### src/rtl/hex_keypad_scan.sv
// 4x4 hex keypad scanner: column drive, row synchronizer, per-scan classification and
// press/release debounce FSM. Define KEYPAD_AUTOREPEAT_EN to re-pulse key_valid while held.
module hex_keypad_scan #(
    parameter int SCAN_DIV       = 50000,
    parameter int DEBOUNCE_SCANS = 4,
    parameter int REPEAT_SCANS   = 125
) (
    input  logic       clk,
    input  logic       reset_n,
    input  logic [3:0] row,
    output logic [3:0] col,
    output logic [3:0] key_code,
    output logic       key_valid,
    output logic       key_down
);

    localparam int            DW       = $clog2(SCAN_DIV);
    localparam logic [DW-1:0] DIV_LAST = DW'(SCAN_DIV - 1);
    localparam logic [DW-1:0] DIV_ONE  = DW'(1);
    localparam logic [3:0]    DB_N     = 4'(DEBOUNCE_SCANS);

    generate
        if (SCAN_DIV < 4) begin : g_bad_div
            $error("SCAN_DIV must be 4 or more");
        end
        if (DEBOUNCE_SCANS < 1 || DEBOUNCE_SCANS > 15) begin : g_bad_db
            $error("DEBOUNCE_SCANS must be 1 to 15");
        end
        if (REPEAT_SCANS < 1) begin : g_bad_rep
            $error("REPEAT_SCANS must be 1 or more");
        end
    endgenerate

    typedef enum logic [1:0] {IDLE, PRESS_DB, HELD, RELEASE_DB} state_t;

    function automatic logic [3:0] key_map(input logic [1:0] r, input logic [1:0] c);
        key_map = 4'h0;
        case ({r, c})
            4'h0: key_map = 4'h1;
            4'h1: key_map = 4'h2;
            4'h2: key_map = 4'h3;
            4'h3: key_map = 4'hA;
            4'h4: key_map = 4'h4;
            4'h5: key_map = 4'h5;
            4'h6: key_map = 4'h6;
            4'h7: key_map = 4'hB;
            4'h8: key_map = 4'h7;
            4'h9: key_map = 4'h8;
            4'hA: key_map = 4'h9;
            4'hB: key_map = 4'hC;
            4'hC: key_map = 4'h0;
            4'hD: key_map = 4'hF;
            4'hE: key_map = 4'hE;
            4'hF: key_map = 4'hD;
            default: key_map = 4'h0;
        endcase
    endfunction

    // Synchronizer idles at all-ones, matching the pulled-up (no key) row level.
    logic [3:0] row_meta_reg, row_sync_reg;

    always_ff @(posedge clk or negedge reset_n) begin
        if (!reset_n) begin
            row_meta_reg <= 4'hF;
            row_sync_reg <= 4'hF;
        end else begin
            row_meta_reg <= row;
            row_sync_reg <= row_meta_reg;
        end
    end

    logic [DW-1:0] div_reg;
    logic [1:0]    col_idx_reg;
    logic          col_end, scan_end;

    assign col_end  = (div_reg == DIV_LAST);
    assign scan_end = col_end && (col_idx_reg == 2'd3);

    always_ff @(posedge clk or negedge reset_n) begin
        if (!reset_n) begin
            div_reg     <= '0;
            col_idx_reg <= 2'd0;
        end else if (col_end) begin
            div_reg     <= '0;
            col_idx_reg <= col_idx_reg + 2'd1;
        end else begin
            div_reg <= div_reg + DIV_ONE;
        end
    end

    logic [3:0] hit;
    logic [3:0] row_code [4];

    for (genvar gi = 0; gi < 4; gi++) begin : g_lane
        assign col[gi]      = (col_idx_reg != 2'(gi));
        assign hit[gi]      = ~row_sync_reg[gi];
        assign row_code[gi] = key_map(2'(gi), col_idx_reg);
    end

    // Running tally of low samples in the current scan, saturating at 2 (= MULTI).
    logic [1:0] acc_cnt_reg;
    logic [3:0] acc_code_reg;
    logic [1:0] col_cnt, tot_cnt;
    logic [2:0] tot_sum;
    logic [3:0] col_code, tot_code;
    logic       scan_none, scan_single;

    always_comb begin
        col_cnt  = 2'd0;
        col_code = 4'h0;
        for (int r = 0; r < 4; r++) begin
            if (hit[r]) begin
                col_code = row_code[r];
                if (col_cnt != 2'd2) col_cnt = col_cnt + 2'd1;
            end
        end
        tot_sum  = 3'(acc_cnt_reg) + 3'(col_cnt);
        tot_cnt  = (tot_sum >= 3'd2) ? 2'd2 : tot_sum[1:0];
        tot_code = (acc_cnt_reg == 2'd0) ? col_code : acc_code_reg;
    end

    assign scan_none   = (tot_cnt == 2'd0);
    assign scan_single = (tot_cnt == 2'd1);

    always_ff @(posedge clk or negedge reset_n) begin
        if (!reset_n) begin
            acc_cnt_reg  <= 2'd0;
            acc_code_reg <= 4'h0;
        end else if (col_end) begin
            acc_cnt_reg  <= scan_end ? 2'd0 : tot_cnt;
            acc_code_reg <= scan_end ? 4'h0 : tot_code;
        end
    end

    state_t     state_reg, state_next;
    logic [3:0] cand_reg, cand_next;
    logic [3:0] cnt_reg, cnt_next;
    logic [3:0] key_code_reg, key_code_next;
    logic       key_valid_reg, key_valid_next;
    logic       key_down_reg, key_down_next;
    logic       accept;

`ifdef KEYPAD_AUTOREPEAT_EN
    localparam int            RW      = $clog2(REPEAT_SCANS + 1);
    localparam logic [RW-1:0] REP_N   = RW'(REPEAT_SCANS);
    localparam logic [RW-1:0] REP_ONE = RW'(1);
    logic [RW-1:0] rep_reg, rep_next;

    always_ff @(posedge clk or negedge reset_n) begin
        if (!reset_n) rep_reg <= '0;
        else          rep_reg <= rep_next;
    end
`endif

    always_comb begin
        state_next     = state_reg;
        cand_next      = cand_reg;
        cnt_next       = cnt_reg;
        key_code_next  = key_code_reg;
        key_down_next  = key_down_reg;
        key_valid_next = 1'b0;
        accept         = 1'b0;
`ifdef KEYPAD_AUTOREPEAT_EN
        rep_next       = rep_reg;
`endif
        if (scan_end) begin
            case (state_reg)
                IDLE: begin
                    if (scan_single) begin
                        cand_next = tot_code;
                        cnt_next  = 4'd1;
                        if (DB_N == 4'd1) accept = 1'b1;
                        else              state_next = PRESS_DB;
                    end
                end
                PRESS_DB: begin
                    if (!scan_single) begin
                        state_next = IDLE;
                    end else if (tot_code != cand_reg) begin
                        cand_next = tot_code;
                        cnt_next  = 4'd1;
                    end else if (cnt_reg + 4'd1 == DB_N) begin
                        accept = 1'b1;
                    end else begin
                        cnt_next = cnt_reg + 4'd1;
                    end
                end
                HELD: begin
                    if (scan_none) begin
                        if (DB_N == 4'd1) begin
                            state_next    = IDLE;
                            key_down_next = 1'b0;
                        end else begin
                            state_next = RELEASE_DB;
                            cnt_next   = 4'd1;
                        end
                    end
`ifdef KEYPAD_AUTOREPEAT_EN
                    else if (rep_reg + REP_ONE == REP_N) begin
                        rep_next       = '0;
                        key_valid_next = 1'b1;
                    end else begin
                        rep_next = rep_reg + REP_ONE;
                    end
`endif
                end
                RELEASE_DB: begin
                    if (!scan_none) begin
                        state_next = HELD;
                    end else if (cnt_reg + 4'd1 == DB_N) begin
                        state_next    = IDLE;
                        key_down_next = 1'b0;
                    end else begin
                        cnt_next = cnt_reg + 4'd1;
                    end
                end
                default: state_next = IDLE;
            endcase
        end
        if (accept) begin
            state_next     = HELD;
            key_code_next  = tot_code;
            key_down_next  = 1'b1;
            key_valid_next = 1'b1;
`ifdef KEYPAD_AUTOREPEAT_EN
            rep_next       = '0;
`endif
        end
    end

    always_ff @(posedge clk or negedge reset_n) begin
        if (!reset_n) begin
            state_reg     <= IDLE;
            cand_reg      <= 4'h0;
            cnt_reg       <= 4'd0;
            key_code_reg  <= 4'h0;
            key_valid_reg <= 1'b0;
            key_down_reg  <= 1'b0;
        end else begin
            state_reg     <= state_next;
            cand_reg      <= cand_next;
            cnt_reg       <= cnt_next;
            key_code_reg  <= key_code_next;
            key_valid_reg <= key_valid_next;
            key_down_reg  <= key_down_next;
        end
    end

    assign key_code  = key_code_reg;
    assign key_valid = key_valid_reg;
    assign key_down  = key_down_reg;

endmodule

### config.mk
export PLATFORM = sky130hd
export DESIGN_NAME = hex_keypad_scan
export DESIGN_NICKNAME = d
export VERILOG_FILES = /design/src/rtl/hex_keypad_scan.sv
export SDC_FILE = /design/constraint.sdc
export NUM_CORES = 1
export LEC_CHECK = 0
export ABC_AREA = 0
export CORE_ASPECT_RATIO = 0.6
export CORE_MARGIN = 3
export CORE_UTILIZATION = 61
export CTS_BUF_LIST = sky130_fd_sc_hd__clkbuf_4
export CTS_CLUSTER_DIAMETER = 40
export DETAILED_ROUTE_END_ITERATION = 16
export PLACE_DENSITY_LB_ADDON = 0.2
export SLEW_MARGIN = 20
export SYNTH_ARGS = -nofsm -noshare
export SYNTH_HDL_FRONTEND = slang
export SYNTH_SLANG_ARGS = --single-unit
### constraint.sdc
create_clock -name clk -period 4.3 [get_ports clk]
set_input_delay 0.645 -clock clk [delete_from_list [all_inputs] [get_ports clk]]
set_output_delay 0.645 -clock clk [all_outputs]
set_load 0.01 [all_outputs]
# After elaboration in Yosys (flattened, before gate mapping)
# Index checks and enable logic that the tools add are counted.
[totals] regBits=48 in_bits=6 output_inout_bits=10 word_cells=110
[classes] addsub=7 n_lt_le_gt_ge=1 eq_ne=25 mux=50 n_reduce_logical=15
[op_table] cell="4-bit one-hot mux with 4 select lines" count=5
[op_table] cell="4-bit two-way mux" count=15
[op_table] cell="2-bit two-way mux" count=15
[op_table] cell="2-bit inequality test, second input constant" count=10
[op_table] cell="16-bit by 1-bit adder with 16-bit output, second input constant" count=1
[op_table] cell="16-bit equality test, second input constant" count=1
[op_table] cell="16-bit two-way mux" count=1
[op_table] cell="5-bit AND reduction" count=3
[op_table] cell="1-bit two-way mux" count=12
[op_table] cell="2-bit nonzero test" count=6
[op_table] cell="3-bit inequality test, second input constant" count=3
[op_table] cell="2-bit by 1-bit adder with 2-bit output, second input constant" count=4
[op_table] cell="2-bit equality test, second input constant" count=4
[op_table] cell="2-bit zero test" count=4
[op_table] cell="2-bit one-hot mux with 4 select lines" count=1
[op_table] cell="4-bit one-hot mux with 2 select lines" count=1
[op_table] cell="2-bit by 1-bit equality test with 1-bit output, second input constant" count=3
[op_table] cell="4-bit by 1-bit adder with 4-bit output, second input constant" count=1
[op_table] cell="4-bit by 3-bit equality test with 1-bit output, second input constant" count=1
[op_table] cell="4-bit inequality test" count=1
[op_table] cell="4-bit inequality test, second input constant" count=1
[op_table] cell="4-bit AND reduction" count=1
[op_table] cell="2-bit by 2-bit adder with 3-bit output" count=1
[op_table] cell="3-bit by 2-bit >= comparator with 1-bit output, second input constant" count=1
[op_table] cell="2 further kinds" count=2

# Depth between registers and ports, before layout
# Gate-level depths: netlist of run 1.
[depth] ltp_word=19 depth_mapped=15

# Worst setup path after synthesis of run 1
# No wires, ideal clock.
[synth_path] path_type="reg-to-reg" start="register row_sync_reg[1]" end="register key_code_reg[0] (netlist: key_code[0])" setup_ps=125 arrival_ps=2854 slack_ps=1321 path_stages_with_launch=15 n_path_buf=1 period_less_slack_ps=2979 path_cell_list="dfstp_2 -> inv_1 -> ha_1 -> mux2i_1 -> ha_1 -> nor2_1 -> a21oi_1 -> ha_1 -> inv_1 -> fa_1 -> and2_1 -> and3_1 -> and3_1 -> buf_6 -> mux2_4"
[synth_between] elab_chain_len=14 word_cells_on_any_way=22 cone_classes="add/sub: 3; order compare: 1; eq/ne: 4; mux: 14"
[synth_lines] element="start, declared" line_no="60" source="logic [3:0] row_meta_reg, row_sync_reg;"
[synth_lines] element="start signal, assigned" line_no="68" source="row_sync_reg <= row_meta_reg;"
[synth_lines] element="2-bit two-way mux" line_no="112" source="if (hit[r]) begin"
[synth_lines] element="2-bit by 1-bit adder with 2-bit output or 2-bit inequality test (tied branches)" line_no="114" source="if (col_cnt != 2'd2) col_cnt = col_cnt + 2'd1;"
[synth_lines] element="2-bit two-way mux" line_no="114"
[synth_lines] element="2-bit two-way mux" line_no="112"
[synth_lines] element="2-bit by 1-bit adder with 2-bit output or 2-bit inequality test (tied branches)" line_no="114"
[synth_lines] element="2-bit two-way mux" line_no="114"
[synth_lines] element="2-bit two-way mux" line_no="112"
[synth_lines] element="2-bit by 2-bit adder with 3-bit output" line_no="117" source="tot_sum = 3'(acc_cnt_reg) + 3'(col_cnt);"
[synth_lines] element="3-bit by 2-bit >= comparator with 1-bit output" line_no="118" source="tot_cnt = (tot_sum >= 3'd2) ? 2'd2 : tot_sum[1:0];"
[synth_lines] element="2-bit two-way mux" line_no="118"
[synth_lines] element="2-bit by 1-bit equality test with 1-bit output" line_no="123" source="assign scan_single = (tot_cnt == 2'd1);"
[synth_lines] element="1-bit two-way mux (*)" line_no="177" source="if (!scan_single) begin"
[synth_lines] element="1-bit two-way mux (*)" line_no="167" source="case (state_reg)"
[synth_lines] element="1-bit two-way mux (*)" line_no="166" source="if (scan_end) begin"
[synth_lines] element="net accept" line_no="141" source="logic accept;"
[synth_lines] element="end signal, assigned" line_no="243" source="key_code_reg <= key_code_next;"
[synth_lines] element="end, declared" line_no="138" source="logic [3:0] key_code_reg, key_code_next;"
# The timed path passes the listed nets; every way through them passes the cells marked *.
# A chain may end at the register's enable or synchronous reset.

# Worst setup path after layout of run 1
[layout_path] start="register row_sync_reg[1]" end="register key_code_reg[0] (netlist: key_code[0])"
[layout_between] elab_chain_len=14 word_cells_on_any_way=22 cone_classes="add/sub: 3; order compare: 1; eq/ne: 4; mux: 14"
[layout_lines] element="2-bit two-way mux" line_no="112"
[layout_lines] element="2-bit by 1-bit adder with 2-bit output or 2-bit inequality test (tied branches)" line_no="114"
[layout_lines] element="2-bit two-way mux" line_no="114"
[layout_lines] element="2-bit two-way mux" line_no="112"
[layout_lines] element="2-bit by 1-bit adder with 2-bit output or 2-bit inequality test (tied branches)" line_no="114"
[layout_lines] element="2-bit two-way mux" line_no="114"
[layout_lines] element="2-bit two-way mux" line_no="112"
[layout_lines] element="2-bit by 2-bit adder with 3-bit output" line_no="117"
[layout_lines] element="3-bit by 2-bit >= comparator with 1-bit output" line_no="118"
[layout_lines] element="2-bit two-way mux" line_no="118"
[layout_lines] element="2-bit by 1-bit equality test with 1-bit output" line_no="123"
[layout_lines] element="1-bit two-way mux" line_no="177"
[layout_lines] element="1-bit two-way mux" line_no="167"
[layout_lines] element="1-bit two-way mux" line_no="166"
# Parallel ways exist; a longest one is shown, timed or not.

==> flow_summary_export.csv, run 1 <==
group,metric,value,unit
cells_and_area,layout-drive-gt1-share,12.36,%
global_routing,grt_pass1_vias,1840,
floorplan,fp.dieArea,5105,sq um
critical_path,critical-path-top-cell-by-count,"ha_1",
route,detailedRoute.firstPassIterationCount,4,
critical_path,critical_path_depth,13,
route,detail_route.iter0.violations,144,
critical_path,path_cells,"inv_1, ha_1, mux2i_1, ha_1, nor2_1, a21oi_1, ha_1, inv_1, fa_1, and2_1, and3_1, and3_1, mux2_4",
sta,timing.fmax,303.3,MHz
cells_and_area,fillerInstances,282,
critical_path,worst_setup_path_endpoint,"key_code[0]$_DFFE_PN0P_",
clock_network,path_clk_slew,0.13,ns
synthesis,synth_seq_area_share,46.61,%
clock_network,tritoncts.num_buffers,5,
critical_path,cpMaxStageDelayCell,"dfstp_2",
synthesis,syn_area_per_cell,10.35,sq um
power_and_ir_drop,power_switching,176.5,uW
critical_path,type_of_the_worst_setup_path,"reg -> reg",
synthesis,netlist-cell-type-count,50,
critical_path,worst_path_required_time,4.57,ns
clock_network,cts-root-buf,"clkbuf_4",
critical_path,worstRegToRegCells,13,
power_and_ir_drop,pwr-share-seq,55.2,%
critical_path,cp_top_family,"adder cells",
synthesis,synth.net_count,271,
power_and_ir_drop,power.ir.vdd_worst,0.1808,mV
cells_and_area,number_of_flip_flops_in_the_largest_register,16,
route,routed_wirelength,4.972,mm
sta,unrepaired_setup_endpoints_after_global_routing,"no",
power_and_ir_drop,netSwitchingFraction,21.03,%
floorplan,std_cell_rows,17,
cells_and_area,register_area,1211,sq um
sta,post-route-period-util,76.67,%
critical_path,cpPeakStageDelay,0.61,ns
clock_network,cts_h_tree_depth,2,
sta,slew-limit-headroom,60.61,%
critical_path,timing.critical_path.to_type,"flop",
route,antenna_left,0,
placement,dpl_worst_slack,1.023,ns
critical_path,worstPathMaxFanout,7,
clock_network,cts.sink_count,48,
clock_network,tritoncts,"done",
sta,hold_viol_final,0,
job,max_cap_viol_count,0,
sta,final.setup.worst_slack,1.003,ns
outcome,outcome,"finished clean",
floorplan,die_y,56.56,microns
synthesis,syn_inst,251,
synthesis,post_synth_arst_share,100.0,%
route,routed_wire_length_per_instance,15.35,microns
placement,routabilityCongestion,0.8383,
sta,setup_total_negative_slack,0,ns
cells_and_area,antenna_cells_inserted,0,
sta,final_max_slew_viol_count,0,
synthesis,ys_seq_elements,48,
clock_network,insertion_delay,0.37,ns
global_routing,grt_start_max_net_pins,49,
min_path,min-delay-path-class,"in -> async",
critical_path,critPathBufInv,2,
critical_path,worst_r2r_endpoint,"key_code[0]$_DFFE_PN0P_",
clock_network,ctsHoldBuffers,0,
global_routing,grt_remaining_overflow,0,
clock_network,cts-resized-gates,0,
power_and_ir_drop,share_comb_of_total_power,5.4,%
global_routing,global_route_wire_length_before_repair,9.121,mm
global_routing,grt_antenna_before_repair,0,
sta,finalWorstPathRequiredPeriod,3.297,ns
floorplan,initial_utilization,67.13,%
route,drcViolationCount,0,
power_and_ir_drop,power.static_leakage,1.307,nW
synthesis,synth_enable_flop_cells,0,
power_and_ir_drop,clk_network_pwr_share,39.4,%
global_routing,grtUsageTotal,22.41,%
synthesis,synth_area,2599,sq um
critical_path,cp.arrival,3.57,ns
cells_and_area,area_growth_syn_to_layout,11.07,%
critical_path,reg2reg_setup_slack,1.00,ns
synthesis,ys.flop_type,"dfrtp_1",
floorplan,number_of_top_level_pins,16,
cells_and_area,footprint_of_the_multi_input_gates,1299,sq um
sta,timing_worst_slew_pin_value,0.5908,ns
critical_path,crit_path_start,"row_sync_reg[1]$_DFF_PN1_",
synthesis,yosys_warnings,0,
sta,final.setup_skew,0.007008,ns
floorplan,die_w,90.27,microns
floorplan,core-area,3871,sq um
sta,hold_slack,0.2555,ns
power_and_ir_drop,power_density,290.7,nW/um^2
placement,hpwlAfterDp,3.716,mm
route,via_per_inst,5.836,
clock_network,cts.path.max_buffers,2,
critical_path,r2r-start,"row_sync_reg[1]$_DFF_PN1_",
power_and_ir_drop,p_int,662.7,uW
critical_path,start_kind,"flop",
clock_network,post-cts-setup-buffer-count,0,
cells_and_area,nets,286,
sta,timing.final.setup_violations,0,
route,via_count,1891,
placement,portBuffers,15,
[how the worst min path moves through the flow]
stage	end	slack, ns
floorplan	acc_cnt_reg[0]$_DFFE_PN0N_	0.35
global placement	row_sync_reg[3]$_DFF_PN1_	0.35
detailed placement	row_sync_reg[2]$_DFF_PN1_	0.35
CTS	row_sync_reg[2]$_DFF_PN1_	0.37
global route	key_code[2]$_DFFE_PN0P_	0.30
finish	div_reg[5]$_DFF_PN0_	0.26
[metrics by stage]
step,power [mW],instances,instance area (sq um),utilization [%]
2_1_floorplan,0.4971,251,2599,-
3_3_place_gp,0.5152,316,2779,71.78
3_5_place_dp,0.5168,316,2779,71.78
4_1_cts,0.8456,324,2884,74.50
5_1_grt,0.8737,324,2887,74.56
6_report,0.8392,324,2887,74.56
[layer usage]
metal / wire (microns) / GRT usage (%) / vias up
met5: 0 / 0 / -
met4: 74 / 6.536 / 0
met3: 335 / 5.087 / 8
met2: 1976 / 31.10 / 54
met1: 2586 / 34.66 / 918
li1: - / - / 911
[worst register-to-register path: cells and delay by family, from the launching register on]
family	cells	cell delay, ns
compound gates	1	0.12
fa+ha+maj	4	1.08
buf+inv	2	0.12
flops	1	0.61
mux	2	0.53
simple gates	4	0.75
[layout by cell type (no fill, tap or decap), drive strengths merged, types with 2 or more instances in the layout]
cell / count
ha: 13
xnor2: 9
dfrtp: 40
clkbuf: 6
a21oi: 6
nor3: 6
nand3: 12
mux2: 8
and3: 4
o21ai: 13
and4: 2
dfstp: 8
xor2: 10
nand2: 18
nand4: 9
nor2: 21
inv: 14
a22o: 4
nor2b: 4
nor4b: 6
o2bb2ai: 2
and4b: 2
a31oi: 3
and2: 3
nand2b: 9
bufinv: 2
a21o: 3
clkdlybuf4s50: 14
[Yosys cell counts (all sizes together), types with 3 or more instances]
master / n / share of area, %
a21o: 3 / 0.87
buf: 3 / 0.82
mux2: 8 / 4.0
o21ai: 13 / 2.6
dfrtp: 40 / 39
nand2: 18 / 2.6
inv: 14 / 2.0
xnor2: 9 / 3.0
and2: 3 / 0.72
nor3: 6 / 1.5
a31oi: 3 / 0.72
dfstp: 8 / 8.1
a21oi: 6 / 1.3
nand3: 12 / 2.3
nand4: 9 / 2.2
ha: 13 / 6.3
nor2b: 4 / 0.96
nor4b: 6 / 2.3
xor2: 10 / 3.4
a22o: 4 / 1.3
nand2b: 9 / 2.2
nor2: 21 / 3.0
clkbuf: 4 / 0.58
and3: 4 / 0.96
[power groups by stage]
| stage | clock [mW] | combinational, mW | sequential (mW) |
|---|---|---|---|
| floorplan | 0 | 0.0287 | 0.468 |
| global placement | 0 | 0.0442 | 0.471 |
| detailed placement | 0 | 0.0453 | 0.472 |
| CTS | 0.337 | 0.0456 | 0.463 |
| global route | 0.357 | 0.0520 | 0.465 |
| finish | 0.331 | 0.0450 | 0.463 |
[layout make-up]
type                       instances  area share [%]
multi-input combinational        182           44.99
tap                               57           2.471
clock inverter                     2           2.081
sequential                        48           41.96
timing repair buffer              15           5.115
clock buffer                       6           1.560
inverter                          14           1.821
[cell families (layout without fill, tap and decap cells)]
kind of cell	Yosys count	count (layout)	synth area share [%]
AOI/OAI and AO/OA	39	39	10.45
xor gates and xnor gates	19	19	6.403
adders and majority gates	14	14	7.030
buffers and inverters	21	37	3.418
DFF	48	48	46.61
muxes	9	9	4.429
and+or+nand+nor	101	101	21.67
Power figures use the tool's default switching activity.
==> inputs of run 2 (changes only) <==
==> constraint.sdc (replaced) <==
create_clock -name clk -period 3.1 [get_ports clk]
set_input_delay 0.465 -clock clk [delete_from_list [all_inputs] [get_ports clk]]
set_output_delay 0.465 -clock clk [all_outputs]
set_load 0.01 [all_outputs]
==> run 2 against run 1 <==
The flow now finishes with violations (setup timing); combinational power grew 110%; critical endpoint is now key_code[3]$_DFFE_PN0P_; routed wire length increased by 13%; highest routed layer unchanged; clock skew is 0.0065 ns higher.
==> flow_summary_export.csv, run 2 (same netlist as run 1, synthesis figures left out) <==
group,metric,value,unit
outcome,outcome,"complete, but fails checks",
outcome,violated_checks,"setup timing",
clock_network,tritoncts,"done",
cells_and_area,utilization,79.12,%
sta,finalWorstPathRequiredPeriod,3.114,ns
global_routing,grt_start_max_net_pins,49,
route,detail_route.iter0.violations,156,
cells_and_area,antenna_cells_inserted,0,
cells_and_area,nets,301,
clock_network,cts.sink_count,48,
global_routing,global_route_wire_length_before_repair,8.825,mm
clock_network,insertion_delay,0.37,ns
global_routing,grt_antenna_before_repair,0,
floorplan,fp.dieArea,5105,sq um
cells_and_area,footprint_of_the_multi_input_gates,1405,sq um
clock_network,path_clk_slew,0.14,ns
critical_path,timing.critical_path.to_type,"flop",
sta,timing_worst_slew_pin_value,0.5851,ns
route,detailedRoute.firstPassIterationCount,5,
min_path,min-delay-path-class,"in -> async",
global_routing,grt_pass1_vias,1807,
cells_and_area,most_used_cells_in_the_layout_excluding_fill_and_tap_cells,"dfrtp_1, nor2_1, nand2_1",
sta,final.setup.worst_slack,-0.01386,ns
critical_path,worst_r2r_endpoint,"key_code[3]$_DFFE_PN0P_",
critical_path,type_of_the_worst_setup_path,"reg -> reg",
floorplan,die_y,56.56,microns
sta,setup_total_negative_slack,-0.03945,ns
route,via_count,1980,
critical_path,r2r-start,"row_sync_reg[0]$_DFF_PN1_",
power_and_ir_drop,power_density,331.3,nW/um^2
critical_path,worstPathMaxFanout,5,
clock_network,tritoncts.num_buffers,5,
clock_network,cts-root-buf,"clkbuf_4",
placement,dpl_worst_slack,-0.1332,ns
critical_path,reg2reg_setup_slack,-0.01,ns
sta,timing.fmax,321.1,MHz
placement,routabilityCongestion,0.8458,
floorplan,std_cell_rows,17,
critical_path,cp.arrival,3.37,ns
cells_and_area,number_of_flip_flops_in_the_largest_register,16,
sta,hold_slack,0.06599,ns
global_routing,grt_remaining_overflow,0,
clock_network,cts.path.max_buffers,2,
sta,unrepaired_setup_endpoints_after_global_routing,"yes",
critical_path,start_kind,"flop",
sta,timing.final.setup_violations,5,
power_and_ir_drop,power.static_leakage,1.381,nW
job,max_cap_viol_count,0,
route,via_per_inst,5.841,
global_routing,grtUsageTotal,22.01,%
route,routed_wirelength,5.632,mm
critical_path,worst_path_required_time,3.36,ns
floorplan,die_w,90.27,microns
critical_path,crit_path_start,"row_sync_reg[0]$_DFF_PN1_",
route,antenna_left,0,
cells_and_area,fillerInstances,250,
cells_and_area,area_growth_syn_to_layout,17.86,%
power_and_ir_drop,power.ir.vdd_worst,0.2695,mV
sta,slew-limit-headroom,61.00,%
cells_and_area,mostFrequentLayoutCell,"dfrtp_1",
sta,hold_viol_final,0,
cells_and_area,layout-drive-gt1-share,23.76,%
critical_path,worstRegToRegCells,13,
clock_network,cts_h_tree_depth,2,
cells_and_area,register_area,1211,sq um
power_and_ir_drop,total_power,1.015,mW
sta,final.setup_skew,0.01347,ns
sta,final_max_slew_viol_count,0,
floorplan,initial_utilization,67.13,%
floorplan,number_of_top_level_pins,16,
route,routed_wire_length_per_instance,16.61,microns
sta,post-route-period-util,100.4,%
placement,portBuffers,15,
placement,hpwlAfterDp,3.800,mm
route,drcViolationCount,0,
floorplan,core-area,3871,sq um
run 2: cell type report:
class / count / share of cell area [%]
inverters: 14 / 1.716
repair buffers: 30 / 8.864
multi-input cells: 182 / 45.87
clock inverters: 3 / 0.4493
clock buffers: 5 / 1.225
well taps: 57 / 2.328
flip-flops and latches: 48 / 39.54
run 2: worst max-delay path by stage:
stage,cells past startpoint,slack [ns],end
after floorplan,14,0.12,key_code[0]$_DFFE_PN0P_
after global placement,13,0.006,key_code[3]$_DFFE_PN0P_
after detailed placement,13,-0.13,key_code[3]$_DFFE_PN0P_
after CTS,14,-0.08,cand_reg[2]$_DFFE_PN0P_
after global routing,15,-0.11,cand_reg[2]$_DFFE_PN0P_
final,13,-0.01,key_code[3]$_DFFE_PN0P_
run 2: what timing repair did:
item | CTS | global route
setup endpoints to repair | 9 | 15
pin swaps | 6 | 10
setup buffers | 5 | 5
hold buffers | 0 | 0
gates resized for setup | 14 | 17
gates cloned | 0 | 0
run 2: critical path, stage by stage, from the launching register on:
cell and delay, ns:
dfstp_2 0.58, inv_2 0.05, ha_4 0.24, mux2i_4 0.16
ha_2 0.20, nor2_2 0.04, a21oi_2 0.11, ha_2 0.18
inv_2 0.04, fa_1 0.51, and2_4 0.16, and3_4 0.18
and3_4 0.24, mux2_4 0.31
run 2: routing by layer:
| metal | vias to the layer above | GRT usage [%] | wire length, microns |
|---|---|---|---|
| li1 | 938 | - | - |
| met1 | 966 | 33.28 | 2733 |
| met2 | 62 | 32.06 | 2486 |
| met3 | 14 | 5.087 | 327 |
| met4 | 0 | 5.229 | 84 |
| met5 | - | 0 | 0 |
run 2: per-stage QoR:
step	std cells	instance area [sq um]
floorplan	251	2599
global placement	322	2824
detailed placement	322	2824
CTS	335	2955
global route	339	3063
finish	339	3063
run 2: power by group:
group | switching [mW] | internal, mW
sequential | 0.00597 | 0.636
combinational | 0.0532 | 0.0425
clock | 0.193 | 0.0835
total | 0.253 | 0.762
==> inputs of run 3 (changes only) <==
--- a/config.mk
+++ b/config.mk
@@ -7,7 +7,7 @@
 export LEC_CHECK = 0
 export ABC_AREA = 0
 export CORE_ASPECT_RATIO = 0.6
-export CORE_MARGIN = 3
+export CORE_MARGIN = 10
 export CORE_UTILIZATION = 61
 export CTS_BUF_LIST = sky130_fd_sc_hd__clkbuf_4
 export CTS_CLUSTER_DIAMETER = 40
==> run 3 against run 2 <==
Hold slack gained 0.0019 ns; clock-buffer cell count rose by 1; register-to-register slack worse by 0.04 ns; clock skew grew 0.018 ns; design area rose by 0.78%; clock power rose by 66%; largest cell class unchanged; global-route usage down 7.7 points; fmax decreased by 1.2%; sequential share of layout area down 0.30 points; the flow still finishes with violations (setup timing); largest power group unchanged.
==> flow_summary_export.csv, run 3 (same netlist as run 1, synthesis figures left out) <==
group,metric,value,unit
clock_network,path_clk_slew,0.16,ns
clock_network,ctsHoldBuffers,0,
critical_path,crit_path_start,"row_sync_reg[0]$_DFF_PN1_",
route,routed_wirelength,5.385,mm
sta,final.setup.worst_slack,-0.05051,ns
floorplan,initial_utilization,63.40,%
cells_and_area,fin_area,3087,sq um
placement,placedInstanceArea,2835,sq um
route,antenna_left,0,
cells_and_area,antenna_cells_inserted,0,
sta,timing_worst_slew_pin_value,0.6061,ns
sta,finalWorstPathRequiredPeriod,3.151,ns
critical_path,start_kind,"flop",
route,detailedRoute.firstPassIterationCount,4,
critical_path,type_of_the_worst_setup_path,"reg -> reg",
cells_and_area,number_of_flip_flops_in_the_largest_register,16,
power_and_ir_drop,power.static_leakage,1.379,nW
critical_path,worst_path_required_time,3.35,ns
floorplan,fp.dieArea,7357,sq um
job,max_cap_viol_count,0,
clock_network,cts-root-buf,"clkbuf_4",
global_routing,global_route_wire_length_before_repair,8.914,mm
min_path,min-delay-path-class,"in -> async",
clock_network,tritoncts.num_buffers,5,
clock_network,cts_h_tree_depth,2,
critical_path,r2r-start,"row_sync_reg[0]$_DFF_PN1_",
critical_path,cp.arrival,3.40,ns
floorplan,number_of_top_level_pins,16,
route,routed_wire_length_per_instance,15.75,microns
sta,timing.fmax,317.4,MHz
sta,slew-limit-headroom,59.03,%
route,via_per_inst,5.637,
floorplan,die_w,104.3,microns
route,detail_route.iter0.violations,110,
route,via_count,1928,
placement,hpwlAfterDp,3.829,mm
cells_and_area,mostFrequentLayoutCell,"dfrtp_1",
sta,hold_viol_final,0,
floorplan,std_cell_rows,18,
placement,portBuffers,15,
route,drcViolationCount,0,
global_routing,grt_pass1_vias,1864,
power_and_ir_drop,power_density,385.9,nW/um^2
cells_and_area,most_used_cells_in_the_layout_excluding_fill_and_tap_cells,"dfrtp_1, nor2_1, nand2_1",
sta,final_max_slew_viol_count,0,
global_routing,grt_start_max_net_pins,49,
clock_network,insertion_delay,0.38,ns
floorplan,die_y,70.56,microns
clock_network,cts.path.max_buffers,2,
critical_path,worstPathMaxFanout,3,
sta,setup_total_negative_slack,-0.1048,ns
clock_network,tritoncts,"done",
global_routing,grt_remaining_overflow,0,
cells_and_area,nets,301,
cells_and_area,layout-drive-gt1-share,23.76,%
sta,post-route-period-util,101.6,%
placement,routabilityCongestion,0.8503,
clock_network,cts.sink_count,48,
outcome,violated_checks,"setup timing",
critical_path,timing.critical_path.to_type,"flop",
outcome,outcome,"complete, but fails checks",
global_routing,grt_antenna_before_repair,0,
global_routing,grtUsageTotal,14.32,%
cells_and_area,area_growth_syn_to_layout,18.78,%
power_and_ir_drop,power.ir.vdd_worst,0.2680,mV
sta,final.setup_skew,0.03122,ns
sta,timing.final.setup_violations,4,
floorplan,core-area,4099,sq um
sta,unrepaired_setup_endpoints_after_global_routing,"yes",
run 3: cell types whose count changed in the layout (fill, tap and decap cells not counted), sizes merged:
cell	change
bufinv	+2
clkbuf	+1
clkinv	-3
run 3: per-layer routing:
metal	up-vias	GRT usage (%)	wire length, microns
met3	6	4.069	273
met2	40	21.85	2457
met4	0	2.765	35
met1	944	19.90	2619
met5	-	0	0
li1	938	-	-
run 3: path summary, 6_finish.rpt:
check	to	slack, ns	cells past startpoint
max	cand_reg[3]$_DFFE_PN0P_	-0.05	14
min	key_code[1]$_DFFE_PN0P_	0.07	1
max reg2reg	cand_reg[3]$_DFFE_PN0P_	-0.05	14
min reg2reg	row_sync_reg[3]$_DFF_PN1_	0.37	0
max in group asynchronous	cand_reg[3]$_DFFE_PN0P_	2.62	1
min in group clk	row_sync_reg[3]$_DFF_PN1_	0.37	0
run 3: report_power, final:
part	switching (mW)	internal (mW)	total, mW
logic	0.0490	0.0392	0.0882
registers	0.00586	0.636	0.642
clock network	0.200	0.261	0.461
total	0.255	0.936	1.19
run 3: worst max-delay path, stage by stage, from the launching register on:
cell and delay, ns:
dfstp_2 0.57, inv_2 0.05, ha_4 0.24, mux2i_4 0.16
ha_2 0.21, nor2_2 0.04, a21oi_2 0.10, ha_2 0.18
inv_2 0.03, fa_1 0.52, nand2_2 0.08, nor3_2 0.21
nand2_1 0.12, a21o_1 0.22, mux2_4 0.31
run 3: stage by stage:
stage | hold WS [ns] | total power [mW] | util, % | setup WS [ns] | instances
final | 0.06790 | 1.191 | 75.31 | -0.05051 | 342
after global routing | 0.09556 | 1.236 | 75.31 | -0.2014 | 342
after CTS | 0.2905 | 1.182 | 72.74 | -0.02162 | 335
after detailed placement | 0.3479 | 0.7213 | 69.17 | -0.1463 | 326
after global placement | 0.3455 | 0.7185 | 69.17 | -0.004296 | 326
after floorplan | 0.1694 | 0.6895 | - | 0.1213 | 251
run 3: timing repair:
| item | in CTS | in global routing |
|---|---|---|
| pin swaps | 0 | 3 |
| endpoints found under the setup margin | 9 | 15 |
| cloned | 0 | 0 |
| buffers inserted | 1 | 7 |
| resized for setup | 11 | 16 |
run 3: area by class of cell:
class / instances / area (sq um)
fill: 290 / 1012
tap: 60 / 75.07
inverter: 14 / 52.55
multi-input combinational: 182 / 1379
clock buffer: 6 / 45.04
timing repair buffer: 30 / 264.0
clock inverter: 2 / 60.06
sequential: 48 / 1211
